[config.mk]
export PLATFORM = sky130hd
export DESIGN_NAME = uart_rx_fifo_wr_fsm
export DESIGN_NICKNAME = d
export VERILOG_FILES = /design/src/rtl/uart_pkg.sv /design/src/rtl/uart_rx_skid_buf.sv /design/src/rtl/uart_rx_fifo_wr_fsm.sv
export SDC_FILE = /design/constraint.sdc
export NUM_CORES = 1
export LEC_CHECK = 0
export BUFFER_PORTS_ARGS = -buffer_cell sky130_fd_sc_hd__buf_2
export CAP_MARGIN = 20
export CORE_MARGIN = 5
export CORE_UTILIZATION = 55
export CTS_CLUSTER_SIZE = 24
export DETAILED_ROUTE_END_ITERATION = 8
export GPL_TIMING_DRIVEN = 0
export PLACE_DENSITY = 0.88
export SYNTH_ARGS = -nofsm -noshare
export SYNTH_HDL_FRONTEND = slang
export SYNTH_SLANG_ARGS = --single-unit
[constraint.sdc]
create_clock -name i_clk -period 2.5 [get_ports i_clk]
set_input_delay 0.625 -clock i_clk [delete_from_list [all_inputs] [get_ports i_clk]]
set_output_delay 0.625 -clock i_clk [all_outputs]
set_load 0.01 [all_outputs]
[src/rtl/uart_pkg.sv]
// Shared UART definitions: RX write-FSM state encodings, default byte width
// and the saturating add used by the statistics counters.
package uart_pkg;

  localparam int DATA_W_DEF = 8;

  typedef enum logic [2:0] {
    IDLE_RX    = 3'd0,
    CHECK_FULL = 3'd1,
    ASSERT_WR  = 3'd2,
    DROP_BYTE  = 3'd3
  } rx_state_e;

  // Adds 0..3 to val and clamps at max_val, so counters never wrap.
  function automatic logic [31:0] sat_add(input logic [31:0] val,
                                          input logic [1:0]  inc,
                                          input logic [31:0] max_val);
    logic [32:0] sum;
    sum = {1'b0, val} + {31'b0, inc};
    if (sum > {1'b0, max_val}) return max_val;
    return sum[31:0];
  endfunction

endpackage

[src/rtl/uart_rx_skid_buf.sv]
// One-entry holding register for a byte plus its frame-error bit.
// A push in the same cycle as a pop refills the entry with the new byte.
module uart_rx_skid_buf #(
  parameter int DATA_W = 8
) (
  input  logic              clk,
  input  logic              rstn,
  input  logic              push,
  input  logic              pop,
  input  logic [DATA_W-1:0] push_data,
  input  logic              push_err,
  output logic              full,
  output logic [DATA_W-1:0] data,
  output logic              err
);

  // Entry register; push has priority so a simultaneous pop+push stays full.
  always_ff @(posedge clk) begin
    if (!rstn) begin
      full <= 1'b0;
      data <= '0;
      err  <= 1'b0;
    end else if (push) begin
      full <= 1'b1;
      data <= push_data;
      err  <= push_err;
    end else if (pop) begin
      full <= 1'b0;
    end
  end

endmodule

[src/rtl/uart_rx_fifo_wr_fsm.sv]
// Moves received UART bytes into the RX FIFO, one write-enable pulse per byte.
// A one-entry skid buffer absorbs a byte arriving mid-write; bytes are dropped
// on FIFO full, frame error or skid overflow. Also keeps saturating write/drop
// counters, a sticky overflow flag and an idle-timeout end-of-burst pulse.
module uart_rx_fifo_wr_fsm
  import uart_pkg::*;
#(
  parameter int DATA_W       = DATA_W_DEF,
  parameter int CNT_W        = 8,
  parameter int IDLE_TIMEOUT = 1024
) (
  input  logic              i_clk,
  input  logic              i_rstn,
  input  logic              i_rx_data_valid,
  input  logic [DATA_W-1:0] i_rx_data,
  input  logic              i_rx_frame_err,
  input  logic              i_fifo_full,
  input  logic              i_cnt_clr,
  output logic              o_wr_en,
  output logic [DATA_W-1:0] o_wr_data,
  output logic [CNT_W-1:0]  o_wr_cnt,
  output logic [CNT_W-1:0]  o_drop_cnt,
  output logic              o_overflow,
  output logic              o_burst_end
);

  localparam logic [31:0] CNT_MAX = 32'((64'd1 << CNT_W) - 64'd1);
  localparam int          TW      = $clog2(IDLE_TIMEOUT);

  rx_state_e         state, state_nxt;
  logic [DATA_W-1:0] hold;
  logic              hold_err;      // byte under processing had a frame error
  logic              load_new, load_skid;
  logic              skid_push, skid_pop, skid_ovf;
  logic              skid_full, skid_err;
  logic [DATA_W-1:0] skid_data;
  logic [1:0]        drop_inc;
  logic              ovf_set;
  logic              burst_act, idle_quiet;
  logic [TW-1:0]     tcnt;

  uart_rx_skid_buf #(.DATA_W(DATA_W)) u_skid (
    .clk       (i_clk),
    .rstn      (i_rstn),
    .push      (skid_push),
    .pop       (skid_pop),
    .push_data (i_rx_data),
    .push_err  (i_rx_frame_err),
    .full      (skid_full),
    .data      (skid_data),
    .err       (skid_err)
  );

  // State register.
  always_ff @(posedge i_clk) begin
    if (!i_rstn) state <= IDLE_RX;
    else         state <= state_nxt;
  end

  // Next state and skid control. The skid byte is older, so in IDLE_RX it is
  // served first and any new byte takes its place in the buffer.
  always_comb begin
    state_nxt = state;
    load_new  = 1'b0;
    load_skid = 1'b0;
    skid_push = 1'b0;
    skid_pop  = 1'b0;
    skid_ovf  = 1'b0;
    case (state)
      IDLE_RX: begin
        if (skid_full) begin
          load_skid = 1'b1;
          skid_pop  = 1'b1;
          skid_push = i_rx_data_valid;
          state_nxt = skid_err ? DROP_BYTE : CHECK_FULL;
        end else if (i_rx_data_valid) begin
          load_new  = 1'b1;
          state_nxt = i_rx_frame_err ? DROP_BYTE : CHECK_FULL;
        end
      end
      // UART bytes cannot be back-pressured: decide immediately.
      CHECK_FULL: state_nxt = i_fifo_full ? DROP_BYTE : ASSERT_WR;
      ASSERT_WR:  state_nxt = IDLE_RX;
      DROP_BYTE:  state_nxt = IDLE_RX;
      default:    state_nxt = IDLE_RX;
    endcase
    if (state != IDLE_RX && i_rx_data_valid) begin
      if (skid_full) skid_ovf  = 1'b1;
      else           skid_push = 1'b1;
    end
  end

  // Hold register: only good bytes are captured; error flag follows every load.
  always_ff @(posedge i_clk) begin
    if (!i_rstn) begin
      hold     <= '0;
      hold_err <= 1'b0;
    end else if (load_skid) begin
      hold_err <= skid_err;
      if (!skid_err) hold <= skid_data;
    end else if (load_new) begin
      hold_err <= i_rx_frame_err;
      if (!i_rx_frame_err) hold <= i_rx_data;
    end
  end

  assign o_wr_en   = (state == ASSERT_WR);
  assign o_wr_data = hold;

  assign drop_inc = {1'b0, state == DROP_BYTE} + {1'b0, skid_ovf};
  assign ovf_set  = (state == DROP_BYTE && !hold_err) || skid_ovf;

  // Saturating statistics; clear beats any same-cycle increment.
  always_ff @(posedge i_clk) begin
    if (!i_rstn || i_cnt_clr) begin
      o_wr_cnt   <= '0;
      o_drop_cnt <= '0;
      o_overflow <= 1'b0;
    end else begin
      o_wr_cnt   <= CNT_W'(sat_add(32'(o_wr_cnt), {1'b0, o_wr_en}, CNT_MAX));
      o_drop_cnt <= CNT_W'(sat_add(32'(o_drop_cnt), drop_inc, CNT_MAX));
      if (ovf_set) o_overflow <= 1'b1;
    end
  end

  assign idle_quiet = state == IDLE_RX && !skid_full && !i_rx_data_valid;

  // Burst tracker: armed by a written byte, counts truly idle cycles, any RX
  // valid restarts the count, and the terminal count fires o_burst_end.
  always_ff @(posedge i_clk) begin
    if (!i_rstn) begin
      burst_act   <= 1'b0;
      tcnt        <= '0;
      o_burst_end <= 1'b0;
    end else begin
      o_burst_end <= 1'b0;
      if (o_wr_en) begin
        burst_act <= 1'b1;
        tcnt      <= '0;
      end else if (burst_act) begin
        if (i_rx_data_valid) begin
          tcnt <= '0;
        end else if (idle_quiet) begin
          if (tcnt == TW'(IDLE_TIMEOUT - 1)) begin
            o_burst_end <= 1'b1;
            burst_act   <= 1'b0;
            tcnt        <= '0;
          end else begin
            tcnt <= tcnt + 1'b1;
          end
        end
      end
    end
  end

endmodule

==> summary.md <==
| Metric | Value |
|---|---|
| Count of unique library cells instantiated by Yosys | 44 |
| Slew Limit Headroom | 50.0% |
| Total Routing Usage GR | 17.8% |
| Vias per inst | 5.61 |
| Post-CTS resize count | 0 |
| CTS tree | yes |
| Final core utilization | 66.0% |
| Async set-reset flop share out of synthesis | 0% |
| Die height | 74.7 um |
| Post-CTS Setup Bufs | 0 |
| Syn_area_per_cell | 9.02 um^2 |
| Final net count | 319 |
| Top cells by count, synth | dfxtp_1 (50), a21oi_1 (22), nand2_1 (21), mux2i_1 (18) |
| Highest achievable clock rate | 435 MHz |
| Initial Utilization | 57.1% |
| Synth top area cells | dfxtp_1 (44%), mux2i_1 (7.8%), a21oi_1 (4.8%) |
| Vias in the first global route | 1811 |
| FF-to-FF Start | state[1] |
| Final antenna-violating net count | 0 |
| Worst-margin pin slew | 0.744 ns |
| Final Hold Viols | 0 |
| Cell Chain, Critical Path | buf_4 -> or2_2 -> nand3_1 -> fa_1 -> inv_1 -> ha_1 -> and3_1 -> and3_1 -> nand3_1 -> a21oi_1 |
| Hold_sp | tcnt[9] |
| # port buffers | 39 |
| RR Endpoint | o_drop_cnt[3] |
| Final RePlAce weighted congestion | 0.780 |
| Syn Nets | 274 |
| DR DRC count | 0 |
| CP Data Arrival Time | 2.54 ns |
| Worst Path Required | 2.74 ns |
| WHS Endpoint | tcnt[9] |
| Syn. warnings | 0 |
| Clock Path Buffers | 2 |
| DRT Pass-1 Iters | 4 |
| Clock transition at path regs | 0.10 ns |
| Worst-skew pair later-pin latency | 0.31 ns |
| Seq cells post-synth | 50 |
| IO Pins | 41 |
| Overflow left after global routing | 0 |
| Die Wd | 74.7 um |
| Worst hold stages | 2 |
| Layout overhead on the synthesized area | 15.5% |
| Post-synthesis sequential area ratio | 43.5% |
| Worst vdd ir | 538 uV |
| Pin count of the biggest net entering global routing | 17 |
| H-tree level count | 2 |
| Total of max-cap violations | 0 |
| Crit-path max cell delay | 0.41 ns |
| Leakage power | 1.18 nW |
| Final slew viol count | 0 |
| First-pass GRT wire length | 7.76 mm |
| Critical path class | register to register |
| Synth area leader | dfxtp_1 |
| Num CTS Buffers | 5 |
| # fillers | 350 |
| Share of cells above drive strength 1 | 19.3% |
| Final WL | 4.88 mm |
| Final setup viols | 0 |
| N_diodes | 0 |
| Pwr dens | 628 nW/um^2 |
| Hold Path Class | register to register |
| Clk_skew | 0.0129 ns |
| Via count | 1970 |
| Post-synth EDFFs | 0 |
| Slowest CP cell | fa_1 |
| TNS Setup | 0 ns |
| Setup crit end kind | register |
| Crit-path max FO | 10 |
| CTS Hold Bufs | 0 |
| Row count | 23 |
| Worst R2R Setup Slack | 0.20 ns |
| Synth Flop Type | dfxtp_1 |
| Setup crit start kind | register |
| Area of the mapped netlist | 2300 um^2 |
| DP Wirelength | 3.58 mm |
| Area of the core | 4030 um^2 |
| RSZ-0062 raised after global routing | no |
| Reg2reg path depth | 10 |
| Synth top area share | 43.5% |
| DRT iter0 DRCs | 162 |
| Fin crit period | 2.30 ns |
| CTS sink cnt | 50 |
| Die area | 5580 um^2 |
| Drt wl/cell | 13.9 um |
| Root buf cell | clkbuf_8 |
| Initial antenna violation count | 0 |
| Status | complete, no violations |
| Cells after Synth | 255 |
| Final period util | 92.0% |
| Top-count cell post-synth | dfxtp_1 |
-- placed cells by master, fill, tap and decap left out, drive strengths merged --
cell type   n
a211oi      5
a21boi      1
a21oi      22
a31oi       5
a32oi       1
a41oi       1
and2        3
and3        9
and4        3
buf        47
clkbuf     12
clkinv      2
dfxtp      50
fa          1
ha          4
inv        12
maj3        1
mux2i      18
nand2      21
nand2b      2
nand3       8
nand3b      3
nand4       4
nand4b      3
nor2       12
nor2b      10
nor3        8
nor3b       1
o211a       8
o211ai      2
o21a        1
o21ai       4
o221ai      1
or2         3
or2b        1
or3         2
or3b        1
or4         1
xnor2       5
xor2        3
-- cell type report --
type | count | area [um^2] | share of cell area [%]
buffer | 14 | 70.1 | 2.64
inverter | 12 | 45.0 | 1.69
sequential | 50 | 1000 | 37.7
clock inverter | 2 | 17.5 | 0.659
timing repair buffer | 39 | 195 | 7.34
multi-input combinational | 178 | 1180 | 44.5
tap | 50 | 62.6 | 2.35
clock buffer | 6 | 82.6 | 3.11
-- flip-flops by register name (all words and copies together) (netlist names) --
name         flops
state            2
o_drop_cnt       8
u_skid.full      1
o_wr_cnt         8
u_skid.err       1
tcnt            10
o_overflow       1
o_burst_end      1
o_wr_data        8
burst_act        1
u_skid.data      8
hold_err         1
-- cell families after synthesis --
kind of cell	synth area share, %
compound gates	14.6
xor+xnor	3.05
fa+ha+maj	3.48
buf+inv	5.11
flops	43.5
mux	7.83
simple gates	22.5
-- report_power, final --
group | total [mW] | internal (mW) | switching [mW]
logic | 0.284 | 0.126 | 0.158
clock network | 0.504 | 0.228 | 0.275
registers | 0.880 | 0.847 | 0.0332
-- stage by stage --
| step | worst slack [ns] | std cells | total power, mW | hold WS, ns | instance area (um^2) |
|---|---|---|---|---|---|
| after CTS | 0.0754 | 351 | 1.68 | 0.492 | 2660 |
| after global placement | -0.101 | 344 | 1.17 | 0.463 | 2560 |
| after global routing | 0.0102 | 351 | 1.74 | 0.499 | 2660 |
| final | 0.199 | 351 | 1.67 | 0.491 | 2660 |
| after floorplan | 0.160 | 255 | 1.10 | 0.450 | 2300 |
| after detailed placement | -0.144 | 344 | 1.18 | 0.479 | 2560 |
-- metal layers --
metal  global-route usage (%)  vias to the layer above  wire, um
met1                     23.4                      909      2210
met2                     28.5                       55      2290
met5                        0                        -         0
li1                         -                      995         -
met3                     3.07                       11       264
met4                     8.70                        0       112
-- how the worst max path moves through the flow --
stage                     slack (ns)  depth (start not counted)       endpoint            start
after global placement         -0.10                          9  o_drop_cnt[1]  i_rx_data_valid
final                           0.20                         10  o_drop_cnt[3]         state[1]
after floorplan                 0.16                          9  o_drop_cnt[0]  i_rx_data_valid
after detailed placement       -0.14                          9  o_drop_cnt[3]  i_rx_data_valid
after global routing            0.01                         10  o_drop_cnt[2]         state[1]
after CTS                       0.08                          9  o_drop_cnt[3]         state[0]
-- worst max-delay path, delay by kind of cell, from the launching register on --
kind / cells / cell delay, ns
compound gates: 1 / 0.20
simple gates: 5 / 0.91
fa+ha+maj: 2 / 0.58
flops: 1 / 0.32
buf+inv: 2 / 0.22
No activity file was read; power rests on OpenSTA's default activity.
